$ cat src/rtl/sdram_port_arbiter_if.sv
// Avalon-MM bundle between three requesters, the port arbiter and the SDRAM controller slave.
// The slave modport is the arbiter's view; the master modport is the surrounding system's view.
interface sdram_port_arbiter_if #(
  parameter int ADDR_W = 25,
  parameter int DATA_W = 32
);
  localparam int BE_W = DATA_W / 8;

  logic [3*ADDR_W-1:0] req_address;
  logic [2:0]          req_read;
  logic [2:0]          req_write;
  logic [3*DATA_W-1:0] req_writedata;
  logic [3*BE_W-1:0]   req_byteenable;
  logic [2:0]          req_waitrequest;
  logic [DATA_W-1:0]   req_readdata;
  logic [2:0]          req_readdatavalid;

  logic [ADDR_W-1:0]   s_address;
  logic                s_read;
  logic                s_write;
  logic [DATA_W-1:0]   s_writedata;
  logic [BE_W-1:0]     s_byteenable;
  logic                s_waitrequest;
  logic [DATA_W-1:0]   s_readdata;
  logic                s_readdatavalid;

  logic                err;

  modport slave (
    input  req_address, req_read, req_write, req_writedata, req_byteenable,
    output req_waitrequest, req_readdata, req_readdatavalid,
    output s_address, s_read, s_write, s_writedata, s_byteenable,
    input  s_waitrequest, s_readdata, s_readdatavalid,
    output err
  );

  modport master (
    output req_address, req_read, req_write, req_writedata, req_byteenable,
    input  req_waitrequest, req_readdata, req_readdatavalid,
    input  s_address, s_read, s_write, s_writedata, s_byteenable,
    output s_waitrequest, s_readdata, s_readdatavalid,
    input  err
  );
endinterface

$ cat src/rtl/sdram_port_arbiter.sv
// Round-robin arbiter sharing one SDRAM controller slave among three single-word requesters,
// with a tag FIFO steering pipelined read returns back to the issuing port in order.
module sdram_port_arbiter #(
  parameter int ADDR_W    = 25,
  parameter int DATA_W    = 32,
  parameter int TAG_DEPTH = 8
) (
  input  logic                 clk_clk,
  input  logic                 reset_reset,
  sdram_port_arbiter_if.slave  bus
);
  localparam int BE_W  = DATA_W / 8;
  localparam int PTR_W = (TAG_DEPTH > 2) ? $clog2(TAG_DEPTH) : 1;
  localparam int CNT_W = PTR_W + 1;
  localparam logic [CNT_W-1:0] FULL = CNT_W'(TAG_DEPTH);

  typedef enum logic {IDLE, BUSY} state_t;

  state_t            state, state_nxt;
  logic [1:0]        grant, grant_nxt;
  logic [1:0]        last, last_nxt;
  logic [1:0]        tag_mem [TAG_DEPTH];
  logic [PTR_W-1:0]  wr_ptr, rd_ptr;
  logic [CNT_W-1:0]  count;
  logic              err;

  logic [2:0]        eligible;
  logic              found;
  logic [1:0]        winner;
  logic [1:0]        idx;
  logic [ADDR_W-1:0] g_addr;
  logic [DATA_W-1:0] g_wdata;
  logic [BE_W-1:0]   g_be;
  logic              g_read, g_write;
  logic              busy, accept, push, pop, conflict, orphan;
  logic [1:0]        head;

  // A read is only eligible while a tag slot is free; writes never need one.
  assign eligible = bus.req_write | (bus.req_read & {3{count != FULL}});

  always_comb begin
    found  = 1'b0;
    winner = 2'd0;
    idx    = 2'd0;
    for (int k = 1; k <= 3; k++) begin
      idx = 2'((32'(last) + 32'(k)) % 3);
      if (!found && eligible[idx]) begin
        found  = 1'b1;
        winner = idx;
      end
    end
  end

  always_comb begin
    g_addr  = bus.req_address[0 +: ADDR_W];
    g_wdata = bus.req_writedata[0 +: DATA_W];
    g_be    = bus.req_byteenable[0 +: BE_W];
    g_read  = bus.req_read[0];
    g_write = bus.req_write[0];
    case (grant)
      2'd1: begin
        g_addr  = bus.req_address[ADDR_W +: ADDR_W];
        g_wdata = bus.req_writedata[DATA_W +: DATA_W];
        g_be    = bus.req_byteenable[BE_W +: BE_W];
        g_read  = bus.req_read[1];
        g_write = bus.req_write[1];
      end
      2'd2: begin
        g_addr  = bus.req_address[2*ADDR_W +: ADDR_W];
        g_wdata = bus.req_writedata[2*DATA_W +: DATA_W];
        g_be    = bus.req_byteenable[2*BE_W +: BE_W];
        g_read  = bus.req_read[2];
        g_write = bus.req_write[2];
      end
      default: ;
    endcase
  end

  assign busy     = (state == BUSY);
  assign accept   = busy && !bus.s_waitrequest;
  // Write wins when a port raises both commands; the conflict is flagged.
  assign push     = accept && g_read && !g_write;
  assign pop      = bus.s_readdatavalid && (count != '0);
  assign conflict = busy && g_read && g_write;
  assign orphan   = bus.s_readdatavalid && (count == '0);
  assign head     = tag_mem[rd_ptr];

  assign bus.s_address    = g_addr;
  assign bus.s_writedata  = g_wdata;
  assign bus.s_byteenable = g_be;
  assign bus.s_read       = busy && g_read && !g_write;
  assign bus.s_write      = busy && g_write;
  assign bus.req_readdata = bus.s_readdata;
  assign bus.err          = err;

  always_comb begin
    bus.req_waitrequest   = 3'b111;
    bus.req_readdatavalid = 3'b000;
    if (accept) begin
      case (grant)
        2'd1:    bus.req_waitrequest = 3'b101;
        2'd2:    bus.req_waitrequest = 3'b011;
        default: bus.req_waitrequest = 3'b110;
      endcase
    end
    if (pop) begin
      case (head)
        2'd1:    bus.req_readdatavalid = 3'b010;
        2'd2:    bus.req_readdatavalid = 3'b100;
        default: bus.req_readdatavalid = 3'b001;
      endcase
    end
  end

  always_comb begin
    state_nxt = state;
    grant_nxt = grant;
    last_nxt  = last;
    case (state)
      IDLE: begin
        if (found) begin
          grant_nxt = winner;
          last_nxt  = winner;
          state_nxt = BUSY;
        end
      end
      BUSY: begin
        if (accept) state_nxt = IDLE;
      end
      default: state_nxt = IDLE;
    endcase
  end

  always_ff @(posedge clk_clk) begin
    if (reset_reset) begin
      state  <= IDLE;
      grant  <= 2'd0;
      last   <= 2'd2;
      wr_ptr <= '0;
      rd_ptr <= '0;
      count  <= '0;
      err    <= 1'b0;
    end else begin
      state <= state_nxt;
      grant <= grant_nxt;
      last  <= last_nxt;
      if (push) wr_ptr <= wr_ptr + 1'b1;
      if (pop)  rd_ptr <= rd_ptr + 1'b1;
      case ({push, pop})
        2'b10:   count <= count + 1'b1;
        2'b01:   count <= count - 1'b1;
        default: ;
      endcase
      if (conflict || orphan) err <= 1'b1;
    end
  end

  // Tag storage holds data only, so it is left out of reset.
  always_ff @(posedge clk_clk) begin
    if (push) tag_mem[wr_ptr] <= grant;
  end
endmodule

$ cat src/flat_wrapper.sv
// flat-port wrapper written by rule: the top's interface ports become plain ports
module sdram_port_arbiter_flat 
#(
  parameter int ADDR_W    = 25,
  parameter int DATA_W    = 32,
  parameter int TAG_DEPTH = 8
)
  (clk_clk, reset_reset, bus_req_address, bus_req_read, bus_req_write, bus_req_writedata, bus_req_byteenable, bus_req_waitrequest, bus_req_readdata, bus_req_readdatavalid, bus_s_address, bus_s_read, bus_s_write, bus_s_writedata, bus_s_byteenable, bus_s_waitrequest, bus_s_readdata, bus_s_readdatavalid, bus_err);
  sdram_port_arbiter_if #(.ADDR_W(ADDR_W), .DATA_W(DATA_W)) bus_i ();
  input  logic clk_clk;
  input  logic reset_reset;
  input wire logic [$bits(bus_i.req_address)-1:0] bus_req_address;
  input wire logic [$bits(bus_i.req_read)-1:0] bus_req_read;
  input wire logic [$bits(bus_i.req_write)-1:0] bus_req_write;
  input wire logic [$bits(bus_i.req_writedata)-1:0] bus_req_writedata;
  input wire logic [$bits(bus_i.req_byteenable)-1:0] bus_req_byteenable;
  output wire logic [$bits(bus_i.req_waitrequest)-1:0] bus_req_waitrequest;
  output wire logic [$bits(bus_i.req_readdata)-1:0] bus_req_readdata;
  output wire logic [$bits(bus_i.req_readdatavalid)-1:0] bus_req_readdatavalid;
  output wire logic [$bits(bus_i.s_address)-1:0] bus_s_address;
  output wire logic [$bits(bus_i.s_read)-1:0] bus_s_read;
  output wire logic [$bits(bus_i.s_write)-1:0] bus_s_write;
  output wire logic [$bits(bus_i.s_writedata)-1:0] bus_s_writedata;
  output wire logic [$bits(bus_i.s_byteenable)-1:0] bus_s_byteenable;
  input wire logic [$bits(bus_i.s_waitrequest)-1:0] bus_s_waitrequest;
  input wire logic [$bits(bus_i.s_readdata)-1:0] bus_s_readdata;
  input wire logic [$bits(bus_i.s_readdatavalid)-1:0] bus_s_readdatavalid;
  output wire logic [$bits(bus_i.err)-1:0] bus_err;
  assign bus_i.req_address = bus_req_address;
  assign bus_i.req_read = bus_req_read;
  assign bus_i.req_write = bus_req_write;
  assign bus_i.req_writedata = bus_req_writedata;
  assign bus_i.req_byteenable = bus_req_byteenable;
  assign bus_req_waitrequest = bus_i.req_waitrequest;
  assign bus_req_readdata = bus_i.req_readdata;
  assign bus_req_readdatavalid = bus_i.req_readdatavalid;
  assign bus_s_address = bus_i.s_address;
  assign bus_s_read = bus_i.s_read;
  assign bus_s_write = bus_i.s_write;
  assign bus_s_writedata = bus_i.s_writedata;
  assign bus_s_byteenable = bus_i.s_byteenable;
  assign bus_i.s_waitrequest = bus_s_waitrequest;
  assign bus_i.s_readdata = bus_s_readdata;
  assign bus_i.s_readdatavalid = bus_s_readdatavalid;
  assign bus_err = bus_i.err;
  sdram_port_arbiter #(.ADDR_W(ADDR_W), .DATA_W(DATA_W), .TAG_DEPTH(TAG_DEPTH)) u_core (.clk_clk(clk_clk), .reset_reset(reset_reset), .bus(bus_i));
endmodule
$ cat config.mk
export PLATFORM = sky130hd
export DESIGN_NAME = sdram_port_arbiter_flat
export DESIGN_NICKNAME = d
export VERILOG_FILES = /design/src/rtl/sdram_port_arbiter_if.sv /design/src/rtl/sdram_port_arbiter.sv /design/src/flat_wrapper.sv
export SDC_FILE = /design/constraint.sdc
export NUM_CORES = 1
export LEC_CHECK = 0
export CAP_MARGIN = 5
export CORE_AREA = 5 5 125 127
export DETAILED_ROUTE_END_ITERATION = 10
export DIE_AREA = 0 0 130 132
export PLACE_DENSITY_LB_ADDON = 0.3
export SETUP_SLACK_MARGIN = 0.02
export SYNTH_ARGS = -nofsm -noshare
export SYNTH_HDL_FRONTEND = slang
export SYNTH_SLANG_ARGS = --single-unit
$ cat constraint.sdc
create_clock -name clk_clk -period 3.3 [get_ports clk_clk]
set_input_delay 0.66 -clock clk_clk [delete_from_list [all_inputs] [get_ports clk_clk]]
set_output_delay 0.66 -clock clk_clk [all_outputs]
set_load 0.03 [all_outputs]
==> impl_results.md <==
- Fillcell total: 1,425
- Clock transition at path regs: 0.05 ns
- DRC viols: 0
- Most used DFF post-synth: dfxtp_1
- Mapped Cells: 421
- Die height: 132 µm
- First-pass detailed-route iteration total: 5
- Post-Route Skew: 0.002431 ns
- Worst vdd ir: 0.2907 mV
- Worst-path maximum fanout: 123
- Clock sinks: 34
- Cts bufs inserted: 5
- Vias in the first global route: 4,041
- Crit-path slowest cell: clkdlybuf4s50_1
- Period minus WS final: 3.140 ns
- Fin. Hold Viols: 0
- Commonest cells in the synthesized netlist: nand2_1 (75), o21ai_0 (70), a22oi_1 (62)
- RSZ-0062 raised after global routing: false
- Worst Hold Class: reg -> reg
- PortBufs: 262
- Post-CTS setup buffer count: 0
- WL/cell: 20.47 µm
- Fin nets: 876
- CP top delay family: buffers and inverters
- Share of layout cells above drive strength 1: 10.20%
- Leading area contributor after synthesis: edfxtp_1
- Max cap viols: 0
- Io pins: 327
- CTS root buf: clkbuf_16
- Max H-tree Level: 2
- WP data required: 2.64 ns
- Static leakage: 0.002322 µW
- WP buf/inv: 3
- YS warnings: 0
- Pin count of the biggest net entering global routing: 124
- Detailed Route WL: 16,810 µm
- Slew headroom: 59.07%
- Final Core Density: 42.90%
- Syn_nets: 661
- Critical Path End Type: output pin
- Slew Viols, Final: 0
- Diode count: 0
- Placer congestion estimate: 0.8899
- First-pass GRT wire length: 24,580 µm
- Site row count: 44
- Area share of the largest cell type after synthesis: 15.05%
- Critical path class: reg -> out
- Post-Syn Area: 0.003192 mm²
- Congestion Overflow GR: 0
- Die area: 0.01716 mm²
- Sequential Area: 842.1 µm²
- Clock latency on the worst-skew pair: 0.28 ns
- 1st-iter DRT viols: 257
- Startpoint types: flop
- Crit-path max cell delay: 0.70 ns
- EDFF count, synth: 16
- Critical path cell sequence: inv_1, ha_4, buf_12, nand2_1, o21ai_0, clkdlybuf4s50_1
- Seq/Total Area, Yosys: 26.34%
- Core area: 0.01431 mm²
- Multi-input logic area: 0.001954 mm²
- DR vias: 3,935
- Initial antenna violation count: 0
- Crit path DAT: 2.48 ns
- FFs w/ async S/R, synth: 0%
- Flops & latches, synth: 34
- Status: complete, no violations
- F_max: 318.4 MHz
- Power Density: 534.1 mW/mm²
- Initial core utilization: 22.30%
- CTS tree: yes
- Gr usage total: 18.70%
- Die width: 130 µm
- Worst Tran Pin Value: 0.6120 ns
- Post-Syn Area per Cell: 7.581 µm²
- Number of nets with antenna violations after routing: 0
- Count leader, synth: nand2_1
- Area delta synth->final: 92.40%
- Final period utilization: 95.17%
- Final setup vio count: 0
- Post-route setup TNS: 0 ns
- Hpwl dp: 14,370 µm
- Vias per cell: 4.793
- Worst-case clock buffer depth: 2
- Synth top area cells: edfxtp_1 (15%), a22oi_1 (15%), dfxtp_1 (11%)
- Yosys cell types: 39
## metrics by stage
stage / hold WS [ns] / area, µm² / std cells / setup slack [ns] / power, µW
after floorplan: 0.4557 / 3192 / 421 / 0.08213 / 1690
after global placement: 0.4682 / 5947 / 813 / 0.1356 / 2675
after detailed placement: 0.4875 / 5947 / 813 / 0.07271 / 2699
after CTS: 0.5045 / 6140 / 821 / 0.09450 / 3316
after global routing: 0.5428 / 6141 / 821 / 0.03896 / 3466
final: 0.5027 / 6141 / 821 / 0.1595 / 3280
## cells in the final DEF, fill, tap and decap left out, types with 4 or more instances in the layout
cell type,instances
clkdlybuf4s50_1,228
nand2_1,75
o21ai_0,70
a22oi_1,62
buf_4,25
nor2_1,20
buf_12,20
dfxtp_1,17
edfxtp_1,16
ha_1,13
inv_1,11
a21oi_1,9
xor2_1,5
mux2i_1,5
nor3b_1,5
clkbuf_16,5
mux4_2,4
nand2b_1,4
## metal layers
metal | part of all wire (%) | GRT usage, % | wire length (µm) | up-vias
met4 | 2.8 | 5.485 | 463 | 0
met2 | 51 | 32.29 | 8571 | 203
met1 | 35 | 20.39 | 5871 | 1785
met5 | 0 | 0 | 0 | -
li1 | - | - | - | 1924
met3 | 11 | 8.549 | 1902 | 23
## report_power, final
part,internal (µW),total (µW),switching (µW),leakage [µW]
Clock,434,608,175,0.0000940
Sequential,482,521,38.7,0.000292
Combinational,957,2150,1190,0.00194
## path summary, 6_finish.rpt
check | start | end | slack [ns] | depth (start not counted)
worst min register to register | u_core.bus.err | u_core.bus.err | 0.50 | 2
worst max register to register | u_core.grant[1] | u_core.count[2] | 0.55 | 13
worst min-delay path | u_core.bus.err | u_core.bus.err | 0.50 | 2
worst max-delay path | u_core.last[0] | bus_s_writedata[23] | 0.16 | 6
## area by class of cell
type	instances	share of cell area, %
tap	184	3.749
timing repair buffer	274	46.88
clock buffer	5	2.037
sequential	34	13.71
inverter	11	0.6724
clock inverter	3	1.121
multi-input combinational	310	31.83
## tightest hold or removal path: stages, from the launching register on
cell	delay, ns
dfxtp_1	0.33
a221oi_1	0.06
nor2_1	0.08
## flip-flops by register name (all words and copies together), names as in the netlist, named ones only
| name | count |
|---|---|
| u_core.bus.err | 1 |
| u_core.rd_ptr | 3 |
| u_core.last | 2 |
| u_core.count | 4 |
| u_core.busy | 1 |
| u_core.tag_mem | 16 |
| u_core.wr_ptr | 3 |
| u_core.grant | 1 |
## cell families after synthesis
group / after synthesis / synth area share (%)
compound gates: 156 / 31.48
simple gates: 123 / 17.09
buf+inv: 77 / 12.90
flops: 34 / 26.34
fa+ha+maj: 15 / 5.880
mux: 9 / 4.391
xor+xnor: 7 / 1.921
## what timing repair did
| item | in CTS | in global routing |
|---|---|---|
| endpoints found under the hold margin | 0 | 0 |
| hold buffers | 0 | 0 |
| resized for setup | 1 | 1 |
| endpoints found under the setup margin | 1 | 1 |
Note: power is estimated with default switching activity, not from simulation.
